## src/rtl/countdown_decrementer_pkg.sv

```systemverilog
// Shared definitions for the interval countdown: word width and the
// controller state encodings. Encoding 2'd3 is illegal and recovers to idle.
package countdown_decrementer_pkg;

    localparam int WORD_LENGTH = 32;

    typedef enum logic [1:0] {
        CD_IDLE    = 2'd0,
        CD_RUN     = 2'd1,
        CD_EXPIRED = 2'd2,
        CD_ILLEGAL = 2'd3
    } cd_state_t;

endpackage : countdown_decrementer_pkg

```

## src/rtl/countdown_decrementer_if.sv

```systemverilog
// Control/status bundle between the register block (master) and the
// countdown (slave). Data words use bit 0 as the MSB.
interface countdown_decrementer_if #(
    parameter int W = countdown_decrementer_pkg::WORD_LENGTH
) ();

    logic         ld;
    logic [0:W-1] ld_val;
    logic         tick;
    logic         ack;
    logic [0:W-1] cnt;
    logic         busy;
    logic         zero;
    logic         expire;
    logic         pending;

    modport master (
        output ld, ld_val, tick, ack,
        input  cnt, busy, zero, expire, pending
    );

    modport slave (
        input  ld, ld_val, tick, ack,
        output cnt, busy, zero, expire, pending
    );

endinterface : countdown_decrementer_if

```

## src/rtl/countdown_decrementer_word_decrementer.sv

```systemverilog
// Combinational word decrementer: s = a - 1 over W bits, borrow set only
// when a is zero. Counterpart of the word incrementer.
module word_decrementer
    import countdown_decrementer_pkg::*;
#(
    parameter int W = WORD_LENGTH
) (
    input  logic [0:W-1] a,
    output logic [0:W-1] s,
    output logic         borrow
);

    assign s      = a - W'(1);
    assign borrow = (a == '0);

endmodule : word_decrementer

```

## src/rtl/countdown_decrementer.sv

```systemverilog
// Loadable interval countdown. Decrements once per qualified tick, pulses
// expire for one cycle on reaching zero and holds a sticky pending flag
// until acknowledged. Priority: rst > ld > ack > tick.
// Optional macro COUNTDOWN_AUTO_RELOAD_EN: a reload register captures
// ld_val on every load; on expiry a non-zero reload restarts the count
// and the controller stays in RUN.
//
// state      | meaning
// -----------+-----------------------------------------------------
// CD_IDLE    | counter stopped, ticks ignored
// CD_RUN     | counting down on tick
// CD_EXPIRED | reached zero, cnt held at 0 until ack or ld
// CD_ILLEGAL | unreachable encoding, returns to CD_IDLE
module countdown_decrementer
    import countdown_decrementer_pkg::*;
#(
    parameter int W = WORD_LENGTH
) (
    input logic                     clk,
    input logic                     rst,
    countdown_decrementer_if.slave  bus
);

    cd_state_t    state_q, state_n;
    logic [0:W-1] cnt_q, cnt_n;
    logic         zero_q, zero_n;
    logic         expire_q, expire_n;
    logic         pending_q, pending_n;
    logic [0:W-1] dec_val;
    logic         dec_borrow;
    logic         dec_apply;
    logic [0:W-1] restart_val;

    word_decrementer #(.W(W)) u_dec (
        .a      (cnt_q),
        .s      (dec_val),
        .borrow (dec_borrow)
    );

`ifdef COUNTDOWN_AUTO_RELOAD_EN
    logic [0:W-1] reload_q;

    // Reload value tracks every load and clears on reset.
    always_ff @(posedge clk) begin
        if (rst) begin
            reload_q <= '0;
        end else if (bus.ld) begin
            reload_q <= bus.ld_val;
        end
    end

    assign restart_val = reload_q;
`else
    assign restart_val = '0;
`endif

    // Only a plain tick in RUN with no load/ack takes the decrement path.
    assign dec_apply = (state_q == CD_RUN) && bus.tick && !bus.ld && !bus.ack;

    // Next-state, next-count and flag logic in priority order ld > ack > tick.
    always_comb begin
        state_n   = state_q;
        cnt_n     = cnt_q;
        expire_n  = 1'b0;
        pending_n = pending_q;

        if (bus.ld) begin
            cnt_n   = bus.ld_val;
            state_n = (bus.ld_val != '0) ? CD_RUN : CD_IDLE;
            if (bus.ack) begin
                pending_n = 1'b0;
            end
        end else if (bus.ack) begin
            pending_n = 1'b0;
            if (state_q == CD_EXPIRED) begin
                state_n = CD_IDLE;
            end else if (state_q == CD_ILLEGAL) begin
                state_n = CD_IDLE;
                cnt_n   = '0;
            end
        end else begin
            case (state_q)
                CD_IDLE: begin
                end
                CD_RUN: begin
                    if (bus.tick) begin
                        if (cnt_q == W'(1)) begin
                            expire_n  = 1'b1;
                            pending_n = 1'b1;
                            if (restart_val != '0) begin
                                cnt_n = restart_val;
                            end else begin
                                cnt_n   = '0;
                                state_n = CD_EXPIRED;
                            end
                        end else begin
                            cnt_n = dec_val;
                        end
                    end
                end
                CD_EXPIRED: begin
                    cnt_n = '0;
                end
                default: begin
                    state_n = CD_IDLE;
                    cnt_n   = '0;
                end
            endcase
        end

        zero_n = (cnt_n == '0);
    end

    // State and output registers, synchronous reset.
    always_ff @(posedge clk) begin
        if (rst) begin
            state_q   <= CD_IDLE;
            cnt_q     <= '0;
            zero_q    <= 1'b1;
            expire_q  <= 1'b0;
            pending_q <= 1'b0;
        end else begin
            state_q   <= state_n;
            cnt_q     <= cnt_n;
            zero_q    <= zero_n;
            expire_q  <= expire_n;
            pending_q <= pending_n;
        end
    end

    // RUN never holds zero, so the decrementer must never borrow when used.
    a_no_borrow : assert property (@(posedge clk) disable iff (rst)
        dec_apply |-> !dec_borrow);

    assign bus.cnt     = cnt_q;
    assign bus.busy    = (state_q == CD_RUN);
    assign bus.zero    = zero_q;
    assign bus.expire  = expire_q;
    assign bus.pending = pending_q;

endmodule : countdown_decrementer

```

## src/flat_wrapper.sv

```systemverilog
// flat-port wrapper written by rule: the top's interface ports become plain ports
module countdown_decrementer_flat import countdown_decrementer_pkg::*;
#(
    parameter int W = WORD_LENGTH
)
  (clk, rst, bus_ld, bus_ld_val, bus_tick, bus_ack, bus_cnt, bus_busy, bus_zero, bus_expire, bus_pending);
  countdown_decrementer_if #(.W(W)) bus_i ();
  input logic clk;
  input logic rst;
  input wire logic [$bits(bus_i.ld)-1:0] bus_ld;
  input wire logic [$bits(bus_i.ld_val)-1:0] bus_ld_val;
  input wire logic [$bits(bus_i.tick)-1:0] bus_tick;
  input wire logic [$bits(bus_i.ack)-1:0] bus_ack;
  output wire logic [$bits(bus_i.cnt)-1:0] bus_cnt;
  output wire logic [$bits(bus_i.busy)-1:0] bus_busy;
  output wire logic [$bits(bus_i.zero)-1:0] bus_zero;
  output wire logic [$bits(bus_i.expire)-1:0] bus_expire;
  output wire logic [$bits(bus_i.pending)-1:0] bus_pending;
  assign bus_i.ld = bus_ld;
  assign bus_i.ld_val = bus_ld_val;
  assign bus_i.tick = bus_tick;
  assign bus_i.ack = bus_ack;
  assign bus_cnt = bus_i.cnt;
  assign bus_busy = bus_i.busy;
  assign bus_zero = bus_i.zero;
  assign bus_expire = bus_i.expire;
  assign bus_pending = bus_i.pending;
  countdown_decrementer #(.W(W)) u_core (.clk(clk), .rst(rst), .bus(bus_i));
endmodule
```

## config.mk

```make
export PLATFORM = sky130hd
export DESIGN_NAME = countdown_decrementer_flat
export DESIGN_NICKNAME = d
export VERILOG_FILES = /design/src/rtl/countdown_decrementer_pkg.sv /design/src/rtl/countdown_decrementer_if.sv /design/src/rtl/countdown_decrementer_word_decrementer.sv /design/src/rtl/countdown_decrementer.sv /design/src/flat_wrapper.sv
export SDC_FILE = /design/constraint.sdc
export NUM_CORES = 1
export LEC_CHECK = 0
export ABC_AREA = 1
export CAP_MARGIN = 20
export CORE_UTILIZATION = 25
export DETAILED_ROUTE_END_ITERATION = 12
export PLACE_DENSITY = 0.54
export SLEW_MARGIN = 10
export SYNTH_ARGS = -nofsm -noshare
export SYNTH_HDL_FRONTEND = slang
export SYNTH_SLANG_ARGS = --single-unit
```

## constraint.sdc

```tcl
create_clock -name clk -period 1.93 [get_ports clk]
set_input_delay 0.386 -clock clk [delete_from_list [all_inputs] [get_ports clk]]
set_output_delay 0.386 -clock clk [all_outputs]
set_load 0.05 [all_outputs]
```

==> results.md, run 1 <==
* GR Overflow Total at 0
* DP Cell Count at 995
* Yosys warnings at 0
* Tmin final at 2130 ps
* H-tree level count at 2
* Failing checks: design-rule violations, negative setup slack
* Placeable Area at 13190 um^2
* Placed Area at 5405 um^2
* Area grow syn2layout at 75.62%
* I/O Buffers at 72
* Power Dens Cells at 554.8 nW/um^2
* Hold WS at 472.5 ps
* # nets final at 875
* Crit end category: flip-flop
* Root Buffer Master: clkbuf_16
* Drt pass-1 iters at 9
* Clk sinks at 37
* Placer Congestion at 0.8479
* Pleak at 2.901 nW
* Initial antenna violation count at 0
* Vias/cell at 4.644
* # rows at 42
* Post-synthesis sequential area ratio at 21.93%
* Bufs and invs on worst path at 2
* Cell area after layout at 5931 um^2
* Largest net degree at the start of global routing at 25
* Clock Skew at 6.629 ps
* Boundary Pins at 73
* Final HPWL DP at 10480 um
* Primary FF master, synth: dfxtp_1
* Layout cells sized above 1 at 42.05%
* Setup TNS at -412.3 ps
* Largest stage delay on the critical path at 350 ps
* Max cap viols at 0
* Worst slew margin at 66.62%
* Post-synth cell types at 33
* Period utilization at 110.4%
* Global-route wire length before repair at 22070 um
* Endpoints failing hold at 0
* Die Area at 13980 um^2
* Post-layout util at 44.96%
* Maximum VDD drop at 0.0004094 V
* Yosys reg bits at 37
* Clock-pin slew on the worst setup and hold paths at 60 ps
* Crit path max-delay cell type: dfxtp_4
* Setup crit start kind: flip-flop
* Synth Cell Area at 3377 um^2
* Final setup fails at 4
* RSZ-0062 raised after global routing: true
* Worst setup path class: reg -> reg
* CTS tree: yes
* Post-synthesis average cell area at 5.582 um^2
* Number of diodes at 0
* Initial Utilization at 25.60%
* Worst Hold Class: reg -> reg
* CTS buffer count at 5
* Number of global-route vias before repair at 4625
* Number of enable flip-flop cells after synthesis at 0
* Die width at 118.2 um
* 1st-iter DRT viols at 287
* Die height at 118.2 um
* Max clock buf depth at 2
* Final non-filler cell total at 1013
* Async SR Flop Fraction at 0%
* Worst Setup Slack post-DPL at -778.8 ps
* Clk_lat worst skew at 300 ps
* Vias at 4704
* DRC errors left at 2
* Avg WL per Cell at 13.51 um
* Most frequent CP cell: nand2_1
* Run status: finished with violations
* Final setup margin at -200.4 ps
* Global-route usage over all layers at 19.73%
* Peak Freq at 469.4 MHz
* Critical path data required time at 2180 ps
* Slew @ Worst Pin at 499.1 ps
* CP delay by family, top: simple AND/OR/NAND/NOR gates
* Design Power at 3.290 mW
* Cts hold-fix bufs at 0
* Final slew viol count at 0
* CP max FO at 6
* Crit path arrival time at 2380 ps
* Synth Net Count at 644
* Total Wirelength at 13690 um
* Routed Antenna Nets at 0
* Synthesized instance count at 605
* CP Cell Sequence: inv_4, ha_4, inv_2, nor2_2, nand2_1, nor2_1, nand2_1, nor2_4, nor2_4, nand2_1, nand2_1, a21oi_2, nand2_1, nor2_2, nand2_2, nor2_4, nand3_2, nand2_1
==> synthesized netlist by cell type (10+ instances only) <==
cell / count / area share, %
nor2_1: 89 / 9.9
nor2_2: 16 / 3.0
o22ai_1: 10 / 1.9
a21oi_1: 31 / 4.6
nand2_1: 204 / 23
nand3_1: 34 / 5.0
dfxtp_1: 37 / 22
a22oi_1: 17 / 3.8
o21ai_1: 10 / 1.5
inv_2: 11 / 1.2
inv_1: 61 / 6.8
o21ai_0: 11 / 1.6
==> state kept, by name (all words and copies together) (netlist names) <==
name,count
u_core.bus.cnt,32
u_core.state_q,2
u_core.bus.expire,1
u_core.bus.pending,1
u_core.bus.zero,1
==> cell usage in the layout (no fill, tap or decap), drive strengths merged, types with 2 or more instances in the layout <==
| cell type | synthesis | layout |
|---|---|---|
| nand2 | 211 | 211 |
| buf | 10 | 202 |
| nor2 | 109 | 112 |
| inv | 72 | 72 |
| nand3 | 40 | 40 |
| a21oi | 40 | 40 |
| clkdlybuf4s50 | 0 | 37 |
| dfxtp | 37 | 37 |
| o21ai | 22 | 22 |
| a22oi | 17 | 17 |
| o22ai | 10 | 10 |
| nor4 | 8 | 8 |
| clkbuf | 9 | 7 |
| xor2 | 5 | 5 |
| nand4 | 4 | 4 |
| and2 | 3 | 3 |
| nand3b | 2 | 2 |
| ha | 2 | 2 |
==> layout make-up <==
cell class                      instances  area (um^2)
Timing Repair Buffer                  240         1951
Clock buffer                            7        163.9
Sequential cell                        37        782.0
Multi-Input combinational cell        479         2527
Clock inverter                          1        7.507
Tap cell                              176        220.2
Fill cell                            1354         7259
Inverter                               73        279.0
==> path summary, 6_finish.rpt <==
path / startpoint / endpoint / slack, ps / cells after the start
max: u_core.bus.cnt[30] / u_core.bus.zero / -200 / 18
min reg2reg: u_core.bus.pending / u_core.bus.pending / 470 / 2
min: u_core.bus.pending / u_core.bus.pending / 470 / 2
max reg2reg: u_core.bus.cnt[30] / u_core.bus.zero / -200 / 18
==> cell families after synthesis <==
logic type,after synthesis,share of synthesized area (%)
buf+inv,92,11.15
simple gates,378,48.50
flops,37,21.93
xor+xnor,5,1.297
compound gates,91,16.38
fa+ha+maj,2,0.7409
==> power breakdown <==
part,switching (mW),total (mW),internal (mW)
Combinational,0.832,1.49,0.656
Clock,0.357,0.950,0.593
Sequential,0.0380,0.852,0.814
Total,1.23,3.29,2.06
==> worst min-delay path, stage by stage, from the launching register on <==
cell and delay, ps:
dfxtp_1 310, nand2_1 60, a21oi_1 60
==> repair_timing <==
item	CTS	global route
setup buffers	5	3
endpoints found under the setup margin	28	29
cloned	0	3
pin swaps	16	30
resized for setup	34	50
==> layer usage <==
layer	vias up	global-route usage [%]	routed length, um
met3	33	3.813	666
li1	2394	-	-
met1	2141	24.31	6077
met5	-	0	0
met2	136	34.04	6604
met4	0	6.811	338
No activity file was read; power rests on OpenSTA's default activity.
==> run 2: changes to the inputs <==
--- a/config.mk
+++ b/config.mk
@@ -13,4 +13,5 @@
 export SLEW_MARGIN = 10
 export SYNTH_ARGS = -nofsm -noshare
 export SYNTH_HDL_FRONTEND = slang
+export SYNTH_HIERARCHICAL = 1
 export SYNTH_SLANG_ARGS = --single-unit
==> results.md, run 2 <==
* Drt pass-1 iters at 5
* Reg-to-reg critical path startpoint: u_core/bus.cnt[28]
* Final setup fails at 1
* R2r setup slk at -120 ps
* RSZ-0062 raised after global routing: true
* Most frequent cells in the layout: 185 x buf_4, 177 x nand2_1, 95 x nor2_1
* Run status: finished with violations
* Slew @ Worst Pin at 510.2 ps
* Post-synthesis average cell area at 5.534 um^2
* 1st-iter DRT viols at 234
* Placer Congestion at 0.8594
* Hold EP: u_core/bus.pending
* Global-route usage over all layers at 19.86%
* Yosys warnings at 6
* Worst Hold Class: reg -> reg
* CP max FO at 5
* Failing checks: negative setup slack
* CTS tree: yes
* Total Wirelength at 14020 um
* Worst hold stages at 2
* Power share of the sequential group at 26.9%
* Worst setup path class: reg -> reg
* CP Cell Sequence: nor2_4, nand2_1, nor2_1, nand2_2, buf_4, xnor2_1, nor2_1, a21oi_1, nand3_1, nand2_1, inv_2, nand2_1, nor2_1, nand2_1, nor2_2, nand2_1, nand2_1
* # rows at 42
* Vias/cell at 4.495
* CP delay by family, top: simple AND/OR/NAND/NOR gates
* HP Start: u_core/bus.pending
* Number of global-route vias before repair at 4498
* FF-to-FF path depth at 17
* Die height at 120.7 um
* Die width at 120.7 um
* Max clock buf depth at 2
* Crit end category: flip-flop
* Design Power at 3.370 mW
* Vias at 4666
* Synth Net Count at 674
* Clock-pin slew on the worst setup and hold paths at 60 ps
* Post-layout util at 44.89%
* Final setup margin at -116.0 ps
* Tmin final at 2046 ps
* Maximum VDD drop at 0.0002865 V
* Pint at 2.036 mW
* Critical Path Start: u_core/bus.cnt[28]
* I/O Buffers at 72
* Clk_lat worst skew at 290 ps
* Pleak at 3.028 nW
* Global-route wire length before repair at 22630 um
* Number of diodes at 0
* Clock power frac at 24.4%
* Avg WL per Cell at 13.51 um
* Critical path data required time at 2170 ps
* Final slew viol count at 0
* Endpoints failing hold at 0
* Area grow syn2layout at 72.24%
* Reg2Reg Capture Point: u_core/bus.zero
* Placeable Area at 13510 um^2
* Initial antenna violation count at 0
* P_sw at 1.333 mW
* Period utilization at 106.0%
* H-tree level count at 2
* Bufs and invs on worst path at 2
* Switching share of power at 39.57%
* Initial Utilization at 26.06%
* Power Dens Cells at 555.9 nW/um^2
* Final HPWL DP at 11420 um
* Layout cells sized above 1 at 37.12%
* Routed Antenna Nets at 0
* GR Overflow Total at 0
* Crit path arrival time at 2280 ps
* Root Buffer Master: clkbuf_16
* Largest net degree at the start of global routing at 30
* DRC errors left at 0
* Die Area at 14560 um^2
* Clock Skew at 5.541 ps
* Worst slew margin at 65.88%
* Synth Cell Area at 3520 um^2
* # nets final at 899
* Most frequent CP cell: nand2_1
* Setup crit start kind: flip-flop
* Boundary Pins at 73
* Commonest non-fill, non-tap cell in the layout: buf_4
* CTS buffer count at 5
* Worst Setup Slack post-DPL at -431.8 ps
* Crit path max-delay cell type: dfxtp_2
* Max reg flops at 32
* Max cap viols at 0
* Largest stage delay on the critical path at 360 ps
* Synthesized instance count at 636
* Clk sinks at 37
* Peak Freq at 488.8 MHz
* Combinational share of power at 48.7%
-- run 2: tightest hold or removal path, delay by kind of cell (launching register included) --
| kind | cells | cell delay [ps] |
|---|---|---|
| simple gates | 2 | 100 |
| flops | 1 | 300 |
-- run 2: worst max-delay path by stage --
stage | to | depth (start not counted)
3_3_place_gp | u_core/bus.zero | 14
3_5_place_dp | u_core/bus.zero | 14
2_1_floorplan | u_core/bus.zero | 18
6_report | u_core/bus.zero | 17
5_1_grt | u_core/bus.zero | 18
4_1_cts | u_core/bus.zero | 18
-- run 2: final cells by class --
class                   instances  area, um^2
inverters                      86       325.3
multi-input cells             497        2619
clock buffers                   8       136.4
flip-flops and latches         37       797.0
well taps                     176       220.2
repair buffers                234        1964
fillers                      1406        7443
-- run 2: timing repair --
action / CTS / global route
cloned: 0 / 0
buffers inserted: 3 / 7
hold buffers: 0 / 0
gates resized for setup: 17 / 69
setup endpoints to repair: 3 / 12
pin swaps: 8 / 27
-- run 2: power groups by stage --
stage	combinational (mW)	clock (mW)	sequential, mW
floorplan	0.671	0	1.05
global placement	1.51	0	0.909
detailed placement	1.51	0	0.909
CTS	1.55	0.847	0.894
global route	1.79	0.861	0.915
finish	1.64	0.822	0.907
-- run 2: per-stage QoR --
stage	hold slack, ps	cell area [um^2]	TNS, ps	instances
after floorplan	544.9	3563	0	636
after detailed placement	444.1	5567	-2003	1020
after global placement	448.9	5567	-1585	1020
final	450.3	6062	-116.0	1038
after CTS	457.6	5781	-131.0	1031
after global routing	489.9	6062	-684.4	1038
-- run 2: metal layers --
metal / up-vias / global-route usage (%) / share of wire, %
met4: 0 / 3.704 / 0.88
met3: 8 / 2.311 / 4.4
met5: - / 0 / 0
li1: 2455 / - / -
met1: 2119 / 27.73 / 49
met2: 84 / 32.83 / 45
